## config.mk

```make
export PLATFORM = sky130hd
export DESIGN_NAME = io_input_flat
export DESIGN_NICKNAME = d
export VERILOG_FILES = /design/src/rtl/io_input_pkg.sv /design/src/rtl/io_input_if.sv /design/src/rtl/io_input_debounce_bit.sv /design/src/rtl/io_input.sv /design/src/flat_wrapper.sv
export SDC_FILE = /design/constraint.sdc
export NUM_CORES = 1
export LEC_CHECK = 0
export CAP_MARGIN = 5
export CORE_MARGIN = 5
export CORE_UTILIZATION = 59
export DETAILED_ROUTE_END_ITERATION = 10
export MAX_ROUTING_LAYER = met4
export PLACE_DENSITY = 0.87
export SLEW_MARGIN = 10
export SYNTH_ARGS = -nofsm -noshare
export SYNTH_HDL_FRONTEND = slang
export SYNTH_SLANG_ARGS = --single-unit
```

## constraint.sdc

```tcl
create_clock -name cpu_clk -period 5.7 [get_ports cpu_clk]
set_input_delay 0.57 -clock cpu_clk [delete_from_list [all_inputs] [get_ports cpu_clk]]
set_output_delay 0.57 -clock cpu_clk [all_outputs]
set_load 0.05 [all_outputs]
```

## src/rtl/io_input_pkg.sv

```systemverilog
// Shared definitions for the io_input CPU input port: register offsets
// within the 8-byte window, used by the top-level address decode.
package io_input_pkg;

  localparam logic [2:0] IO_IN_PIN   = 3'd0;
  localparam logic [2:0] IO_IN_EVT   = 3'd1;
  localparam logic [2:0] IO_IN_RISE  = 3'd2;
  localparam logic [2:0] IO_IN_FALL  = 3'd3;
  localparam logic [2:0] IO_IN_IRQEN = 3'd4;

endpackage

```

## src/rtl/io_input_if.sv

```systemverilog
// CPU bus slice seen by io_input: next-cycle address, write data/strobe
// and the registered read data that gets ORed into cpu_data_in.
interface io_input_if;

  logic [15:0] addr;
  logic [7:0]  data_in;
  logic        write_enable;
  logic [7:0]  data_out;

  modport master (
    output addr,
    output data_in,
    output write_enable,
    input  data_out
  );

  modport slave (
    input  addr,
    input  data_in,
    input  write_enable,
    output data_out
  );

endinterface

```

## src/rtl/io_input_debounce_bit.sv

```systemverilog
// One input pin: 2-flop synchroniser followed by a mismatch counter that
// only moves the stable level after DEBOUNCE_CYCLES consecutive mismatches.
module debounce_bit #(
  parameter int DEBOUNCE_CYCLES = 4096
) (
  input  logic cpu_clk,
  input  logic reset,
  input  logic pin,
  output logic stable,
  output logic rise_pulse,
  output logic fall_pulse
);

  localparam int CW = (DEBOUNCE_CYCLES > 2) ? $clog2(DEBOUNCE_CYCLES) : 1;
  localparam logic [CW-1:0] CNT_LAST = CW'(DEBOUNCE_CYCLES - 1);

  logic [1:0]    sync_q;
  logic          sync;
  logic [CW-1:0] cnt;
  logic          update;

  assign sync   = sync_q[1];
  assign update = (sync != stable) && (cnt == CNT_LAST);

  // Pulses coincide with the edge that moves stable, so the event register
  // latches on the same edge.
  assign rise_pulse = update & sync;
  assign fall_pulse = update & ~sync;

  always_ff @(posedge cpu_clk or posedge reset) begin
    if (reset) begin
      sync_q <= 2'b00;
      stable <= 1'b0;
      cnt    <= '0;
    end else begin
      sync_q <= {sync_q[0], pin};
      if (sync == stable) begin
        cnt <= '0;
      end else if (cnt == CNT_LAST) begin
        stable <= sync;
        cnt    <= '0;
      end else begin
        cnt <= cnt + 1'b1;
      end
    end
  end

endmodule

```

## src/rtl/io_input.sv

```systemverilog
// CPU-readable input port: debounced pin levels, sticky edge events with
// write-1-to-clear, and a registered level IRQ toward the bc6502.
module io_input
  import io_input_pkg::*;
#(
  parameter logic [15:0] BASE_ADDR       = 16'hC010,
  parameter int          WIDTH           = 8,
  parameter int          DEBOUNCE_CYCLES = 4096
) (
  input  logic             cpu_clk,
  input  logic             reset,
  io_input_if.slave        bus,
  input  logic [WIDTH-1:0] pins_in,
  output logic             irq
);

  logic [WIDTH-1:0] stable;
  logic [WIDTH-1:0] rise_pulse;
  logic [WIDTH-1:0] fall_pulse;
  logic [WIDTH-1:0] evt;
  logic [WIDTH-1:0] rise_en;
  logic [WIDTH-1:0] fall_en;
  logic [WIDTH-1:0] evt_clr;
  logic             irq_en;
  logic             sel;
  logic             wr;
  logic [2:0]       offset;
  logic [7:0]       rd_data;

  assign sel    = (bus.addr[15:3] == BASE_ADDR[15:3]);
  assign offset = bus.addr[2:0];
  assign wr     = sel & bus.write_enable;

  for (genvar i = 0; i < WIDTH; i++) begin : g_pin
    debounce_bit #(
      .DEBOUNCE_CYCLES(DEBOUNCE_CYCLES)
    ) u_debounce (
      .cpu_clk   (cpu_clk),
      .reset     (reset),
      .pin       (pins_in[i]),
      .stable    (stable[i]),
      .rise_pulse(rise_pulse[i]),
      .fall_pulse(fall_pulse[i])
    );
  end

  function automatic logic [7:0] pad8(input logic [WIDTH-1:0] v);
    logic [7:0] r;
    r = '0;
    r[WIDTH-1:0] = v;
    return r;
  endfunction

  always_comb begin
    rd_data = '0;
    case (offset)
      IO_IN_PIN:   rd_data = pad8(stable);
      IO_IN_EVT:   rd_data = pad8(evt);
      IO_IN_RISE:  rd_data = pad8(rise_en);
      IO_IN_FALL:  rd_data = pad8(fall_en);
      IO_IN_IRQEN: rd_data = {7'b0, irq_en};
      default:     rd_data = '0;
    endcase
  end

  assign evt_clr = (wr && offset == IO_IN_EVT) ? bus.data_in[WIDTH-1:0] : '0;

  // New events are ORed in after the clear so a same-edge set beats W1C.
  always_ff @(posedge cpu_clk or posedge reset) begin
    if (reset) begin
      evt          <= '0;
      rise_en      <= '0;
      fall_en      <= '0;
      irq_en       <= 1'b0;
      irq          <= 1'b0;
      bus.data_out <= '0;
    end else begin
      evt <= (evt & ~evt_clr) | (rise_pulse & rise_en) | (fall_pulse & fall_en);
      if (wr) begin
        case (offset)
          IO_IN_RISE:  rise_en <= bus.data_in[WIDTH-1:0];
          IO_IN_FALL:  fall_en <= bus.data_in[WIDTH-1:0];
          IO_IN_IRQEN: irq_en  <= bus.data_in[0];
          default:     ;
        endcase
      end
      irq          <= irq_en & (|evt);
      bus.data_out <= sel ? rd_data : 8'h00;
    end
  end

endmodule

```

## src/flat_wrapper.sv

```systemverilog
// flat-port wrapper written by rule: the top's interface ports become plain ports
module io_input_flat import io_input_pkg::*;
#(
  parameter logic [15:0] BASE_ADDR       = 16'hC010,
  parameter int          WIDTH           = 8,
  parameter int          DEBOUNCE_CYCLES = 4096
)
  (cpu_clk, reset, pins_in, irq, bus_addr, bus_data_in, bus_write_enable, bus_data_out);
  io_input_if bus_i ();
  input  logic cpu_clk;
  input  logic reset;
  input  logic [WIDTH-1:0] pins_in;
  output logic irq;
  input wire logic [$bits(bus_i.addr)-1:0] bus_addr;
  input wire logic [$bits(bus_i.data_in)-1:0] bus_data_in;
  input wire logic [$bits(bus_i.write_enable)-1:0] bus_write_enable;
  output wire logic [$bits(bus_i.data_out)-1:0] bus_data_out;
  assign bus_i.addr = bus_addr;
  assign bus_i.data_in = bus_data_in;
  assign bus_i.write_enable = bus_write_enable;
  assign bus_data_out = bus_i.data_out;
  io_input #(.BASE_ADDR(BASE_ADDR), .WIDTH(WIDTH), .DEBOUNCE_CYCLES(DEBOUNCE_CYCLES)) u_core (.cpu_clk(cpu_clk), .reset(reset), .bus(bus_i), .pins_in(pins_in), .irq(irq));
endmodule
```

---- Word level (Yosys, flattened, before mapping) ----
Index checks and enable logic that the tools add are counted.
W data, S select, Z words.
cells by class
  magnitude comparators ................... 0
  shift operators ......................... 0
  div/mod/pow operators ................... 0
  bitwise gates (word level) .............. 40
  muxes and demuxes ....................... 19
  reduce and logical (&&, ||, !) cells .... 22
  equal/unequal tests ..................... 29
  $mul .................................... 0
  $add $sub $neg .......................... 8
operators by type and width
  operator                 number
  $mux W12                 16
  $add A12 B1 Y12 const B  8
  $eq A12 B12 Y1 const B   8
  $pmux W8 S5              1
  $and A8 B8 Y8            3
  $reduce_and A2 Y1        11
  $and A1 B1 Y1            18
  $mux W8                  2
  $not A1 Y1               16
  $or A8 B8 Y8             2
  $eq A13 B13 Y1 const B   1
  $logic_and A1 B1 Y1      9
  $eq A1 B1 Y1             8
  $ne A1 B1 Y1             8
  $not A8 Y8               1
  $reduce_or A8 Y1         1
  $eq A3 B2 Y1 const B     2
  $eq A3 B1 Y1 const B     1
  $eq A3 B3 Y1 const B     1
  $logic_not A3 Y1         1
storage, ports and cells
  logic and storage cells ................. 148
  register bits ........................... 154
  memory bits (read-only) ................. 0
  latch bits .............................. 0
  input port bits ......................... 35
  output and inout port bits .............. 9
  memories ................................ 0
  RAM bits ................................ 0

---- Logic depth before layout (Yosys ltp) ----
  depth after elaboration ................. 8
  depth in mapped cells ................... 6
  gate-level depth less buffers ........... 5

---- By module ----
Synthesis repeated with hierarchy kept, for this count alone.
second synthesis, totals
  cells, all modules ...................... 643
  area total of the unflattened synthesis .. 7,280.7 um^2
by module, submodules not included
  module        instances  cells each  area an instance (um^2)  seq. area each (um^2)
  debounce_bit  8          63          711.9                    375.4
  io_input      1          139         1,585.3                  850.8

---- Worst setup path before layout ----
Ideal clock, no wire load.
  path type ............................... input port to flip-flop
  from .................................... in bus_addr[2]
  to ...................................... reg u_core.rise_en[0]
  cell stages on the path ................. 5
  slack ................................... 3.814 ns
  arrival time ............................ 1.762 ns
  library setup time ...................... 0.125 ns
  data required time ...................... 5.575 ns
  path buffers ............................ 1
  cell sequence ........................... buf_2 > nor3b_4 > nand2_1 > nor2_2 > mux2_2
between the ends
  longest elaborated chain between the ends .. 2
RTL lines
  element                             line                source
  from (decl)                         flat_wrapper.sv:14  input wire logic [$bits(bus_i.addr)-1:0] bus_addr;
  $eq A3 B2 Y1                        io_input.sv:80      case (offset)
  $reduce_and A2 Y1 (no source line)  n/a
  to (signal assigned)                io_input.sv:81      IO_IN_RISE: rise_en <= bus.data_in[WIDTH-1:0];
  to (decl)                           io_input.sv:21      logic [WIDTH-1:0] rise_en;
Every way passes these cells.
A chain may end at the register's enable or synchronous reset.

---- Worst setup path after layout ----
  from .................................... in bus_write_enable
  to ...................................... reg u_core.fall_en[0]
between the ends
  longest elaborated chain between the ends .. 2
RTL lines
  element                             line                source
  from (decl)                         flat_wrapper.sv:16  input wire logic [$bits(bus_i.write_enable)-1:0] bus_write_enable;
  $and A1 B1 Y1                       io_input.sv:32      assign wr = sel & bus.write_enable;
  $reduce_and A2 Y1 (no source line)  n/a
  to (signal assigned)                io_input.sv:82      IO_IN_FALL: fall_en <= bus.data_in[WIDTH-1:0];
  to (decl)                           io_input.sv:22      logic [WIDTH-1:0] fall_en;
Every way passes these cells.

==> results_dict.tcl <==
set metrics [dict create \
    worstPathBufferInverterCount 1 \
    grt_usage 0.223 \
    antenna_cells 0 \
    leakagePower_uw 0.00338 \
    cpMaxStageDelayCell "and4_1" \
    min_path_type "register to register" \
    dr.pass1.iters 5 \
    cts_setup_buffers 0 \
    seqPwrFrac 0.459 \
    switching_share 0.202 \
    drt_wl_total_um 14200 \
    synth_top_family_by_area "simple AND/OR/NAND/NOR gates" \
    clock_latency_ps 430 \
    rows 39 \
    ctsResizeCount 0 \
    p_switching_uw 499 \
    clkSinkCount 154 \
    wire_per_inst_um 16.8 \
    htree_levels 4 \
    fmax_ghz 0.431 \
    syn-cell-area_sq_um 6880 \
    grt_max_degree 115 \
    comb_power_share 0.041 \
    crit_type "input port to register" \
    status "completed" \
    slew_violations 0 \
    drt-initial-drc-count 381 \
    path_delay_family "simple AND/OR/NAND/NOR gates" \
    io_buffers 43 \
    setup_viol 0 \
    peakVddDrop_mv 0.337 \
    clkPwrFrac 0.500 \
    synth-simple-area-share 0.198 \
    ys_types 41 \
    arrival_ps 2630 \
    clk_pin_slew_ps 60 \
    start_util 0.602 \
    startpoint_type "input port" \
    final_layout_size_suffix_gt1_frac 0.0954 \
    place_ws_ps 2980 \
    grt_pass1_wl_um 24700 \
    cp_max_fo 10 \
    io_pins 44 \
    synthToLayoutAreaGrowth_pct 17.4 \
    fin_crit_sh 0.407 \
    synth-seq-cells 154 \
    synthAdderAreaFrac 0.0146 \
    synth_warnings 0 \
    synthCells 644 \
    fin_setup_tns_ps 0 \
    synthMuxAreaShare 0.0424 \
    antenna_found_initial 0 \
    gp_congestion 0.847 \
    dpl.hpwl_um 9510 \
    drcViolationCount 0 \
    cts_max_path_buffers 2 \
    rsz0062_at_grt "false" \
    seq_area_frac_synth 0.560 \
    fp.dieH_um 118 \
    worst_setup_path_end_kind "register" \
    hold_violations 0 \
    grt_pass1_vias 5154 \
    final_nets 734 \
    relSlewSlack 0.308 \
    powerDensity_nw_per_um2 306 \
    die_area_sq_um 13900 \
    p_int_uw 1970 \
    numCtsBuffers 17 \
    synth_nets 687 \
    syn_area_per_cell_sq_um 10.7 \
    ctsHoldBuffers 0 \
    cts-root-buf "clkbuf_16" \
    cp.required_ps 6010 \
    fin_hold_ws_ps 344 \
    num_vias 4892 \
    grt_overflow 0 \
    antenna_left 0 \
    core_sq_um 11400 \
    cts_tree "built" \
    path_cells "clkdlybuf4s50_1 > nor3b_1 > and4_1 > and2_1 > mux2_2" \
    die_x_um 118 \
    routed_via_density 5.79 \
    layout_commonest_cell "dfrtp_1" \
    clock-skew-final_ps 8.16 \
    synth-compound-area-share 0.0506 \
    synth_xor_area_frac 0.107 \
    final_cell_mix "154 x dfrtp_1, 108 x nor2_1, 55 x xnor2_1" \
    drv_cap 0 \
    cpPeakStageDelay_ps 520 \
    fin_ws_ps 3380 \
    period_needed_ps 2320 \
    worst_pin_slew_ps 1030 \
]
## flip-flops by register name (all words and copies together), names as in the netlist
register	count
u_core.irq_en	1
u_core.g_pin.u_debounce.cnt	96
u_core.evt	8
u_core.irq	1
u_core.g_pin.u_debounce.stable	8
u_core.fall_en	8
u_core.rise_en	8
u_core.g_pin.u_debounce.sync_q	16
u_core.bus.data_out	8
## logic make-up after synthesis
kind of cell | after synthesis
XOR/XNOR | 84
multiplexers | 26
buffers and inverters | 45
AND/OR/NAND/NOR | 275
adder cells (fa/ha/maj) | 8
AO/OA/AOI/OAI | 52
flip-flops | 154
## stage by stage
step | instances | total power, uW | instance area (sq um) | util
after floorplan | 644 | 1210 | 6880 | -
after CTS | 845 | 2490 | 8070 | 0.707
final | 845 | 2470 | 8070 | 0.707
after global placement | 815 | 1250 | 7420 | 0.650
after global routing | 845 | 2560 | 8070 | 0.707
after detailed placement | 815 | 1250 | 7420 | 0.650
## final timing paths
path | from | endpoint | slack, ps | cells past startpoint
hold / removal | u_core.g_pin[0].u_debounce.sync_q[0] | u_core.g_pin[0].u_debounce.sync_q[1] | 340 | 0
max in group asynchronous | reset | u_core.evt[0] | 3830 | 3
hold reg to reg | u_core.g_pin[0].u_debounce.sync_q[0] | u_core.g_pin[0].u_debounce.sync_q[1] | 340 | 0
setup reg to reg | u_core.g_pin[6].u_debounce.cnt[0] | u_core.g_pin[6].u_debounce.cnt[9] | 3770 | 5
min in group asynchronous | reset | u_core.g_pin[0].u_debounce.cnt[10] | 750 | 2
setup / recovery | bus_write_enable | u_core.fall_en[0] | 3380 | 5
## metal layers
layer,up-vias,wire length [um],track usage
li1,2299,-,-
met4,0,250,0.0846
met2,135,7310,0.361
met1,2433,5910,0.277
met5,-,0,-
met3,25,679,0.0490
## cell usage after synthesis, drive strengths merged
library cell,count,area share
dfrtp,154,0.56
nor2,109,0.060
xnor2,55,0.070
nand3,44,0.032
nand2,30,0.016
inv,29,0.016
xor2,29,0.037
mux2,25,0.041
nand4,20,0.018
nor3,19,0.014
a22oi,15,0.016
nor4,14,0.013
a21oi,12,0.0087
buf,12,0.0095
o21ai,9,0.0065
ha,8,0.015
nand3b,6,0.0065
a22o,5,0.0064
and4,5,0.0064
or2,5,0.0045
a31oi,4,0.0036
and2,4,0.0036
and3,4,0.0036
clkbuf,4,0.0024
nor3b,4,0.0060
or3,4,0.0036
o2bb2ai,3,0.0038
a31o,2,0.0025
or4b,2,0.0029
a21boi,1,0.0011
a41o,1,0.0015
and3b,1,0.0013
and4bb,1,0.0018
mux2i,1,0.0015
nor2b,1,0.00091
nor4b,1,0.0022
or4,1,0.0011
## worst register-to-register path: cells and delay by family (launching register included)
family	cells	cell delay, ps
fa+ha+maj	1	260
flops	1	390
simple gates	4	1150
## power by group through the flow
stage,Sequential [uW],Combinational (uW),Clock (uW)
6_report,1130,102,1240
5_1_grt,1140,117,1310
2_1_floorplan,1150,61.5,0
3_5_place_dp,1150,103,0
3_3_place_gp,1150,98.0,0
4_1_cts,1130,105,1250
## layout make-up
class                      count  area, sq um
sequential                   154         3850
timing repair buffer          44          438
multi-input combinational    445         2840
clock buffer                  22          484
tap                          143          179
inverter                      29          114
fill                         783         3350
clock inverter                 8          165
Power figures use the tool's default switching activity.
